--- config.mk ---
export PLATFORM = sky130hd
export DESIGN_NAME = bcd_display_scanner_flat
export DESIGN_NICKNAME = d
export VERILOG_FILES = /design/src/rtl/bcd_display_scanner_if.sv /design/src/rtl/bcd_display_scanner.sv /design/src/flat_wrapper.sv
export SDC_FILE = /design/constraint.sdc
export NUM_CORES = 1
export LEC_CHECK = 0
export ABC_AREA = 1
export BUFFER_PORTS_ARGS = -buffer_cell sky130_fd_sc_hd__clkbuf_2
export CELL_PAD_IN_SITES_DETAIL_PLACEMENT = 1
export CELL_PAD_IN_SITES_GLOBAL_PLACEMENT = 1
export CORE_UTILIZATION = 41
export DETAILED_ROUTE_END_ITERATION = 10
export PLACE_DENSITY_LB_ADDON = 0.15
export SLEW_MARGIN = 20
export SYNTH_ARGS = -nofsm -noshare
export SYNTH_HDL_FRONTEND = slang
export SYNTH_SLANG_ARGS = --single-unit
--- constraint.sdc ---
create_clock -name clk -period 1.7 [get_ports clk]
set_clock_uncertainty 0.15 [all_clocks]
set_input_delay 0.085 -clock clk [delete_from_list [all_inputs] [get_ports clk]]
set_output_delay 0.085 -clock clk [all_outputs]
set_load 0.01 [all_outputs]
--- src/rtl/bcd_display_scanner_if.sv ---
// Conversion request/status and digit-scan bus between the ALU side and bcd_display_scanner.
interface bcd_display_scanner_if #(
  parameter int NUM_DIGITS = 4
);
  logic [15:0]           value_in;
  logic                  load;
  logic                  busy;
  logic                  done;
  logic                  overflow;
  logic [3:0]            digit_bin;
  logic [NUM_DIGITS-1:0] an;

  modport master (output value_in, load,
                  input  busy, done, overflow, digit_bin, an);
  modport slave  (input  value_in, load,
                  output busy, done, overflow, digit_bin, an);
endinterface

--- src/rtl/bcd_display_scanner.sv ---
// Sequential double-dabble binary->BCD converter feeding a multiplexed digit scanner.
// Optional: define LEADING_ZERO_BLANK_EN to blank most-significant zero digits at latch time.
module bcd_display_scanner #(
  parameter int NUM_DIGITS  = 4,
  parameter int REFRESH_DIV = 50000
) (
  input logic               clk,
  input logic               rst_n,
  bcd_display_scanner_if.slave bus
);
  localparam logic [1:0] S_IDLE  = 2'd0;
  localparam logic [1:0] S_SHIFT = 2'd1;
  localparam logic [1:0] S_LATCH = 2'd2;
  localparam int PW = (REFRESH_DIV > 1) ? $clog2(REFRESH_DIV) : 1;
  localparam int IW = $clog2(NUM_DIGITS);

  logic [1:0]                 r_state;
  logic [15:0]                r_bin;
  logic [19:0]                r_bcd;
  logic [3:0]                 r_cnt;
  logic                       r_busy, r_done, r_ovf;
  logic [NUM_DIGITS-1:0][3:0] r_dig;
  logic [PW-1:0]              r_pre;
  logic [IW-1:0]              r_idx;
  logic [NUM_DIGITS-1:0]      r_an;
  logic [3:0]                 r_dbin;

  logic [18:0]                w_adj;
  logic                       w_ovf;
  logic [NUM_DIGITS-1:0][3:0] w_dig;
  logic                       w_wrap;
  logic [IW-1:0]              w_nidx;

  // Add-3 correction on the four low nibbles. The ten-thousands nibble holds at most 3
  // before the final shift of a 16-bit input, so it never needs correcting.
  for (genvar g = 0; g < 4; g++) begin : g_adj
    assign w_adj[4*g +: 4] = (r_bcd[4*g +: 4] >= 4'd5) ? r_bcd[4*g +: 4] + 4'd3
                                                        : r_bcd[4*g +: 4];
  end
  assign w_adj[18:16] = r_bcd[18:16];

  assign w_ovf = (NUM_DIGITS == 4) && (r_bcd[19:16] != 4'd0);

`ifdef LEADING_ZERO_BLANK_EN
  logic w_lead;
  always_comb begin
    w_dig  = r_bcd[4*NUM_DIGITS-1:0];
    w_lead = 1'b1;
    if (w_ovf) w_dig = {NUM_DIGITS{4'hF}};
    for (int i = NUM_DIGITS-1; i > 0; i--) begin
      if (w_lead && w_dig[i] == 4'd0) w_dig[i] = 4'hF;
      else                            w_lead   = 1'b0;
    end
  end
`else
  always_comb begin
    w_dig = r_bcd[4*NUM_DIGITS-1:0];
    if (w_ovf) w_dig = {NUM_DIGITS{4'hF}};
  end
`endif

  always_ff @(posedge clk or negedge rst_n) begin
    if (!rst_n) begin
      r_state <= S_IDLE;
      r_bin   <= '0;
      r_bcd   <= '0;
      r_cnt   <= '0;
      r_busy  <= 1'b0;
      r_done  <= 1'b0;
      r_ovf   <= 1'b0;
      r_dig   <= '0;
    end else begin
      r_done <= 1'b0;
      case (r_state)
        S_IDLE: if (bus.load) begin
          r_bin   <= bus.value_in;
          r_bcd   <= '0;
          r_cnt   <= '0;
          r_busy  <= 1'b1;
          r_state <= S_SHIFT;
        end
        S_SHIFT: begin
          r_bcd <= {w_adj, r_bin[15]};
          r_bin <= {r_bin[14:0], 1'b0};
          r_cnt <= r_cnt + 4'd1;
          if (r_cnt == 4'd15) r_state <= S_LATCH;
        end
        S_LATCH: begin
          r_dig   <= w_dig;
          r_ovf   <= w_ovf;
          r_done  <= 1'b1;
          r_busy  <= 1'b0;
          r_state <= S_IDLE;
        end
        default: r_state <= S_IDLE;
      endcase
    end
  end

  // Scanner free-runs; fresh digits appear only at the next slot boundary.
  assign w_wrap = (r_pre == PW'(REFRESH_DIV-1));
  assign w_nidx = (r_idx == IW'(NUM_DIGITS-1)) ? '0 : r_idx + 1'b1;

  always_ff @(posedge clk or negedge rst_n) begin
    if (!rst_n) begin
      r_pre  <= '0;
      r_idx  <= '0;
      r_an   <= ~NUM_DIGITS'(1);
      r_dbin <= '0;
    end else if (w_wrap) begin
      r_pre  <= '0;
      r_idx  <= w_nidx;
      r_an   <= ~(NUM_DIGITS'(1) << w_nidx);
      r_dbin <= r_dig[w_nidx];
    end else begin
      r_pre  <= r_pre + 1'b1;
    end
  end

  assign bus.busy      = r_busy;
  assign bus.done      = r_done;
  assign bus.overflow  = r_ovf;
  assign bus.digit_bin = r_dbin;
  assign bus.an        = r_an;
endmodule

--- src/flat_wrapper.sv ---
// flat-port wrapper written by rule: the top's interface ports become plain ports
module bcd_display_scanner_flat 
#(
  parameter int NUM_DIGITS  = 4,
  parameter int REFRESH_DIV = 50000
)
  (clk, rst_n, bus_value_in, bus_load, bus_busy, bus_done, bus_overflow, bus_digit_bin, bus_an);
  bcd_display_scanner_if #(.NUM_DIGITS(NUM_DIGITS)) bus_i ();
  input logic clk;
  input logic rst_n;
  input wire logic [$bits(bus_i.value_in)-1:0] bus_value_in;
  input wire logic [$bits(bus_i.load)-1:0] bus_load;
  output wire logic [$bits(bus_i.busy)-1:0] bus_busy;
  output wire logic [$bits(bus_i.done)-1:0] bus_done;
  output wire logic [$bits(bus_i.overflow)-1:0] bus_overflow;
  output wire logic [$bits(bus_i.digit_bin)-1:0] bus_digit_bin;
  output wire logic [$bits(bus_i.an)-1:0] bus_an;
  assign bus_i.value_in = bus_value_in;
  assign bus_i.load = bus_load;
  assign bus_busy = bus_i.busy;
  assign bus_done = bus_i.done;
  assign bus_overflow = bus_i.overflow;
  assign bus_digit_bin = bus_i.digit_bin;
  assign bus_an = bus_i.an;
  bcd_display_scanner #(.NUM_DIGITS(NUM_DIGITS), .REFRESH_DIV(REFRESH_DIV)) u_core (.clk(clk), .rst_n(rst_n), .bus(bus_i));
endmodule
==> results of run 1 <==
-- final timing paths --
check / start / to / cells past startpoint
max: u_core.r_pre[1] / u_core.r_idx[0] / 7
min: rst_n / u_core.r_pre[15] / 2
max reg2reg: u_core.r_pre[1] / u_core.r_idx[0] / 7
min reg2reg: u_core.r_bin[0] / u_core.r_bin[0] / 2
max in group asynchronous: rst_n / u_core.bus.busy / 3
min in group clk: bus_load / u_core.r_bcd[15] / 5
-- logic make-up after synthesis --
| family | Yosys count | share of synthesized area, % |
|---|---|---|
| compound gates | 101 | 13.9 |
| xor+xnor | 13 | 2.70 |
| fa+ha+maj | 15 | 4.45 |
| buf+inv | 71 | 7.02 |
| flops | 87 | 51.7 |
| simple gates | 210 | 20.3 |
-- area by class of cell --
cell class                 count  share of cell area, %
inverter                      56                   4.17
multi-input combinational    339                   35.7
clock buffer                  12                   3.28
tap                          133                   3.31
sequential                    87                   43.4
timing repair buffer          65                   9.64
clock inverter                 4                  0.547
-- metal layers --
layer	vias up	part of all wire (%)	GRT usage, %
met3	11	1.7	3.49
met4	0	1.4	7.37
met2	32	51	38.2
met5	-	0	0
li1	1723	-	-
met1	1703	46	25.9
-- sequential cells by signal, indices dropped and copies added, names as in the netlist --
signal and flops:
u_core.bus.an 4, u_core.r_dig 16, u_core.bus.overflow 1, u_core.bus.done 1, u_core.bus.busy 1, u_core.r_bcd 20
u_core.r_idx 2, u_core.r_state 2, u_core.r_cnt 4, u_core.r_pre 16, u_core.bus.digit_bin 4, u_core.r_bin 16
-- power by group --
part	internal (mW)	total, mW	switching [mW]
sequential	2.66	3.08	0.415
combinational	0.884	2.26	1.37
clock	0.655	1.41	0.757
-- synth_stat cells (all sizes together) --
master  number  area share (%)
or2          1            0.15
a22oi        8             1.4
nand3b       1            0.18
nand2      140              13
xor2        13             2.7
o21ai       57             7.1
nand3       20             2.4
o211ai       9             1.6
a22o         1            0.21
nand4        2            0.30
clkbuf       2            0.18
dfstp        3             1.9
o22ai       12             1.8
a21oi       13             1.5
nor2        42             4.3
nor3         4            0.47
ha          15             4.4
buf         13             1.9
o221ai       1            0.21
dfrtp       84              50
inv         56             5.0
-- critical path, cell delays in order, from the launching register on --
cell,delay [ns]
dfrtp_1,0.42
ha_4,0.16
nand2_2,0.08
nor2_4,0.16
nand4_1,0.11
nor2_2,0.18
buf_4,0.16
o21ai_0,0.09
-- what timing repair did --
item	in CTS	in global routing
endpoints found under the hold margin	100	0
resized for setup	2	15
setup endpoints to repair	7	25
pin swaps	0	2
hold buffers	17	0
buffers inserted	0	2
==> metrics, run 1 <==
Final nets 592; Die Footprint 10700 sq um; TNS Setup 0 ns; startpoint types flip-flop; final design utilization 51.0%; final setup violation count 0; clk slew on worst S/H paths 0.09 ns; initial DRC count 128; CP required 1.78 ns; DP Worst Slack -0.117 ns; CTS H-tree depth 3; Fin. Hold Viols 0; fill cell count 1180; synth warn 0; commonest non-fill, non-tap cells in the layout nand2_1, dfrtp_1, inv_1; share of cells above drive strength 1 17.1%; CTS max path bufs 2; Routed WL 9.95 mm; Max Slew Vio Count 0; Placement Cell Area between 4000 and 5000 sq um; Starting Density 42.8%; maximum VDD drop 627 uV; synthesis-stage register bit count 87; CP arrival between 1.5 and 2 ns; Final period util 95.8%; PortBufs 29; Netlist cell types 28; ant diodes 0; path category of the worst min-delay check input port to asynchronous set/reset pin; vias per cell 4.98; vias in the first global route roughly 3700; largest net degree at the start of global routing 33; post-synthesis cell count approximately 500; Lkg Pwr 2.39 nW; min cycle time layout 1.63 ns; commonest non-fill, non-tap cell in the layout nand2_1; Max Cap Violations 0; Final Cell Area 5030 sq um; Area growth, synth to finish 19.3%; CP max FO 5; clk sink count 87; placed insts approximately 660; RSZ-0062 raised after global routing yes; GRT Overall Usage a little over a fifth; detailed-route via count 3469; TritonCTS clock tree done; drt pass-1 iters 4; Antenna Violating Nets Remaining 0; final setup margin 0.0709 ns; post-synthesis cell area about 4200 sq um; Avg WL per Cell 14.3 um; Register Area 2180 sq um; I/O pins 30; status completed; critical path type flip-flop to flip-flop; Crit. End Element flip-flop; Die Ht 103 um; Worst Tran Pin Value between 0.4 and 0.5 ns; multi-input logic area 1800 sq um; Fin Hold WS roughly 0.06 ns; FF-to-FF setup slack 0.07 ns; Cell Pwr Density 1340 nW/um^2; CTS Buf Count 9; fin cells 696; initial antenna violation count 0; width of the chip about 100 um; post-synthesis sequential area ratio 51.7%; worst rel slew slack a little under three quarters; Tot Pwr a little under 7 mW; first-pass GRT wire length roughly 17 mm; synthesized area per cell approximately 8.5 sq um; row count 36; syn nets 531; Worst-Skew Late Latency roughly 0.36 ns; root buffer cell clkbuf_8; Fmax slightly above 600 MHz; RePlAce Congestion 0.755; gr ovfl total 0; dpl hpwl 7.11 mm; Placeable Area 9860 sq um; Residual DRC 0
(Power assumes the default switching activity.)
==> run 2: changes to the inputs <==
--- a/config.mk
+++ b/config.mk
@@ -9,7 +9,9 @@
 export BUFFER_PORTS_ARGS = -buffer_cell sky130_fd_sc_hd__clkbuf_2
 export CELL_PAD_IN_SITES_DETAIL_PLACEMENT = 1
 export CELL_PAD_IN_SITES_GLOBAL_PLACEMENT = 1
-export CORE_UTILIZATION = 41
+export CORE_MARGIN = 1.5
+export CORE_UTILIZATION = 43
+export CTS_BUF_LIST = sky130_fd_sc_hd__clkbuf_8
 export DETAILED_ROUTE_END_ITERATION = 10
 export PLACE_DENSITY_LB_ADDON = 0.15
 export SLEW_MARGIN = 20
==> metrics, run 2 (same netlist as run 1, synthesis figures left out) <==
RePlAce Congestion 0.795 (+5.3%); clk sink count 87 (unchanged); path category of the worst min-delay check input port to asynchronous set/reset pin; CP arrival 1.73 ns (+0.02 ns); largest register by flop count u_core.r_bcd; startpoint types flip-flop; Crit. End Element flip-flop; largest net degree at the start of global routing 39 (+18%); Max Cap Violations 0 (unchanged); Lkg Pwr 2.41 nW (+0.67%); initial antenna violation count 0 (unchanged); CP required 1.78 ns (about the same); Area growth, synth to finish 19.9%; Worst-Skew Late Latency 0.35 ns (about the same); vias per cell 5.06 (+1.6%); Cell Pwr Density 1340 nW/um^2 (+0.13%); width of the chip 102 um (-1.3%); worst rel slew slack 73.9% (+2.1 points); TNS Setup 0 ns (unchanged); Die Footprint 10400 sq um (-2.7%); status completed; RSZ-0062 raised after global routing yes; PortBufs 29 (unchanged); Die Ht 102 um (-1.3%); CTS max path bufs 2 (unchanged); detailed-route via count 3489 (+0.58%); dpl hpwl 6.88 mm (-3.2%); gr ovfl total 0 (unchanged); maximum VDD drop 782 uV (+25%); CP max stage delay 0.42 ns (about the same); vias in the first global route 3762 (+1.6%); row count 35 (-2.8%); commonest non-fill, non-tap cell in the layout nand2_1; min cycle time layout 1.65 ns (+0.0177 ns); Fin. Hold Viols 0 (unchanged); placed insts 651 (-1.5%); Max Slew Vio Count 0 (unchanged); Fin Hold WS 0.0320 ns (-0.0298 ns); commonest non-fill, non-tap cells in the layout nand2_1, dfrtp_1, inv_1; CP max FO 7 (+2); Fmax 607 MHz (-1.1%); I/O pins 30 (unchanged); TritonCTS clock tree done; clk slew on worst S/H paths 0.09 ns (about the same); initial DRC count 103 (-20%); Routed WL 10.2 mm (+2.2%); share of cells above drive strength 1 16.4% (-0.62 points); critical path's slowest cell dfrtp_1; CTS Buf Count 9 (unchanged); ant diodes 0 (unchanged); fill cell count 1162 (-1.5%); Final period util 96.9% (+1.0 points); Starting Density 45.0% (+2.3 points); Final nets 589 (-0.51%); max reg flops 20 (unchanged); CP bufs+invs 1 (unchanged); Antenna Violating Nets Remaining 0 (unchanged); root buffer cell clkbuf_8; crit-path cells ha_4 > nand2_4 > nor2_4 > nand4_1 > nor2_2 > buf_4 > nor2_1; GRT Overall Usage 21.7% (+0.36 points); drt pass-1 iters 5 (+1); first-pass GRT wire length 17.6 mm (+1.8%); fin cells 689 (-1.0%); critical path type flip-flop to flip-flop; CTS H-tree depth 3 (unchanged); Residual DRC 0 (unchanged); Worst Tran Pin Value 0.391 ns (-0.0327 ns); Avg WL per Cell 14.8 um (+3.2%); final setup violation count 0 (unchanged); crit-path leading delay family simple AND/OR/NAND/NOR gates; Placeable Area 9370 sq um (-5.0%)
-- run 2: worst reg2reg max path: cells and delay by family, from the launching register on --
kind                     cells  cell delay, ns
adder cells (fa/ha/maj)      1            0.17
buffers and inverters        1            0.18
flip-flops                   1            0.42
AND/OR/NAND/NOR              5            0.61
-- run 2: repair_timing --
action                                 CTS  global route
hold buffers                            18             0
setup buffers                            0             3
endpoints found under the hold margin  102             0
setup endpoints to repair                7            26
gates resized for setup                  3            21
gates cloned                             0             1
pin swaps                                0             7
-- run 2: final timing paths --
kind	start	end	slack [ns]	cells after the start
min in group clk	bus_value_in[8]	u_core.r_bin[8]	0.32	4
min	rst_n	u_core.r_bcd[14]	0.03	2
max	u_core.r_pre[1]	u_core.r_pre[6]	0.05	7
max reg2reg	u_core.r_pre[1]	u_core.r_pre[6]	0.05	7
max in group asynchronous	rst_n	u_core.bus.an[1]	0.81	3
min reg2reg	u_core.bus.an[2]	u_core.bus.an[2]	0.34	2
-- run 2: per-layer routing --
layer  global-route usage [%]  vias to the layer above  part of all wire, %
met2                     37.5                       30                   50
met5                        0                        -                    0
met4                     7.06                        0                 0.86
li1                         -                     1726                    -
met3                     2.60                        8                  1.4
met1                     28.3                     1725                   48
-- run 2: report_power, final --
part	internal, mW	switching [mW]	total (mW)
Sequential	2.66	0.426	3.09
Combinational	0.835	1.32	2.16
Clock	0.811	0.736	1.55
-- run 2: layout make-up --
cell class	instances	area, sq um	share of cell area (%)
clock buffer	9	124	2.45
clock inverter	7	83.8	1.66
inverter	56	210	4.15
multi-input combinational	340	1820	36.0
sequential	87	2180	43.2
tap	129	161	3.19
timing repair buffer	61	478	9.44
-- run 2: metrics by stage --
stage	worst slack, ns	utilization [%]	instance area [sq um]	power [mW]
global route	-0.0401	54.0	5060	7.41
floorplan	0.129	-	4220	4.59
finish	0.0532	54.0	5060	6.79
detailed placement	-0.107	48.7	4560	5.25
global placement	-0.0154	48.7	4560	5.09
CTS	0.0328	53.0	4960	6.85
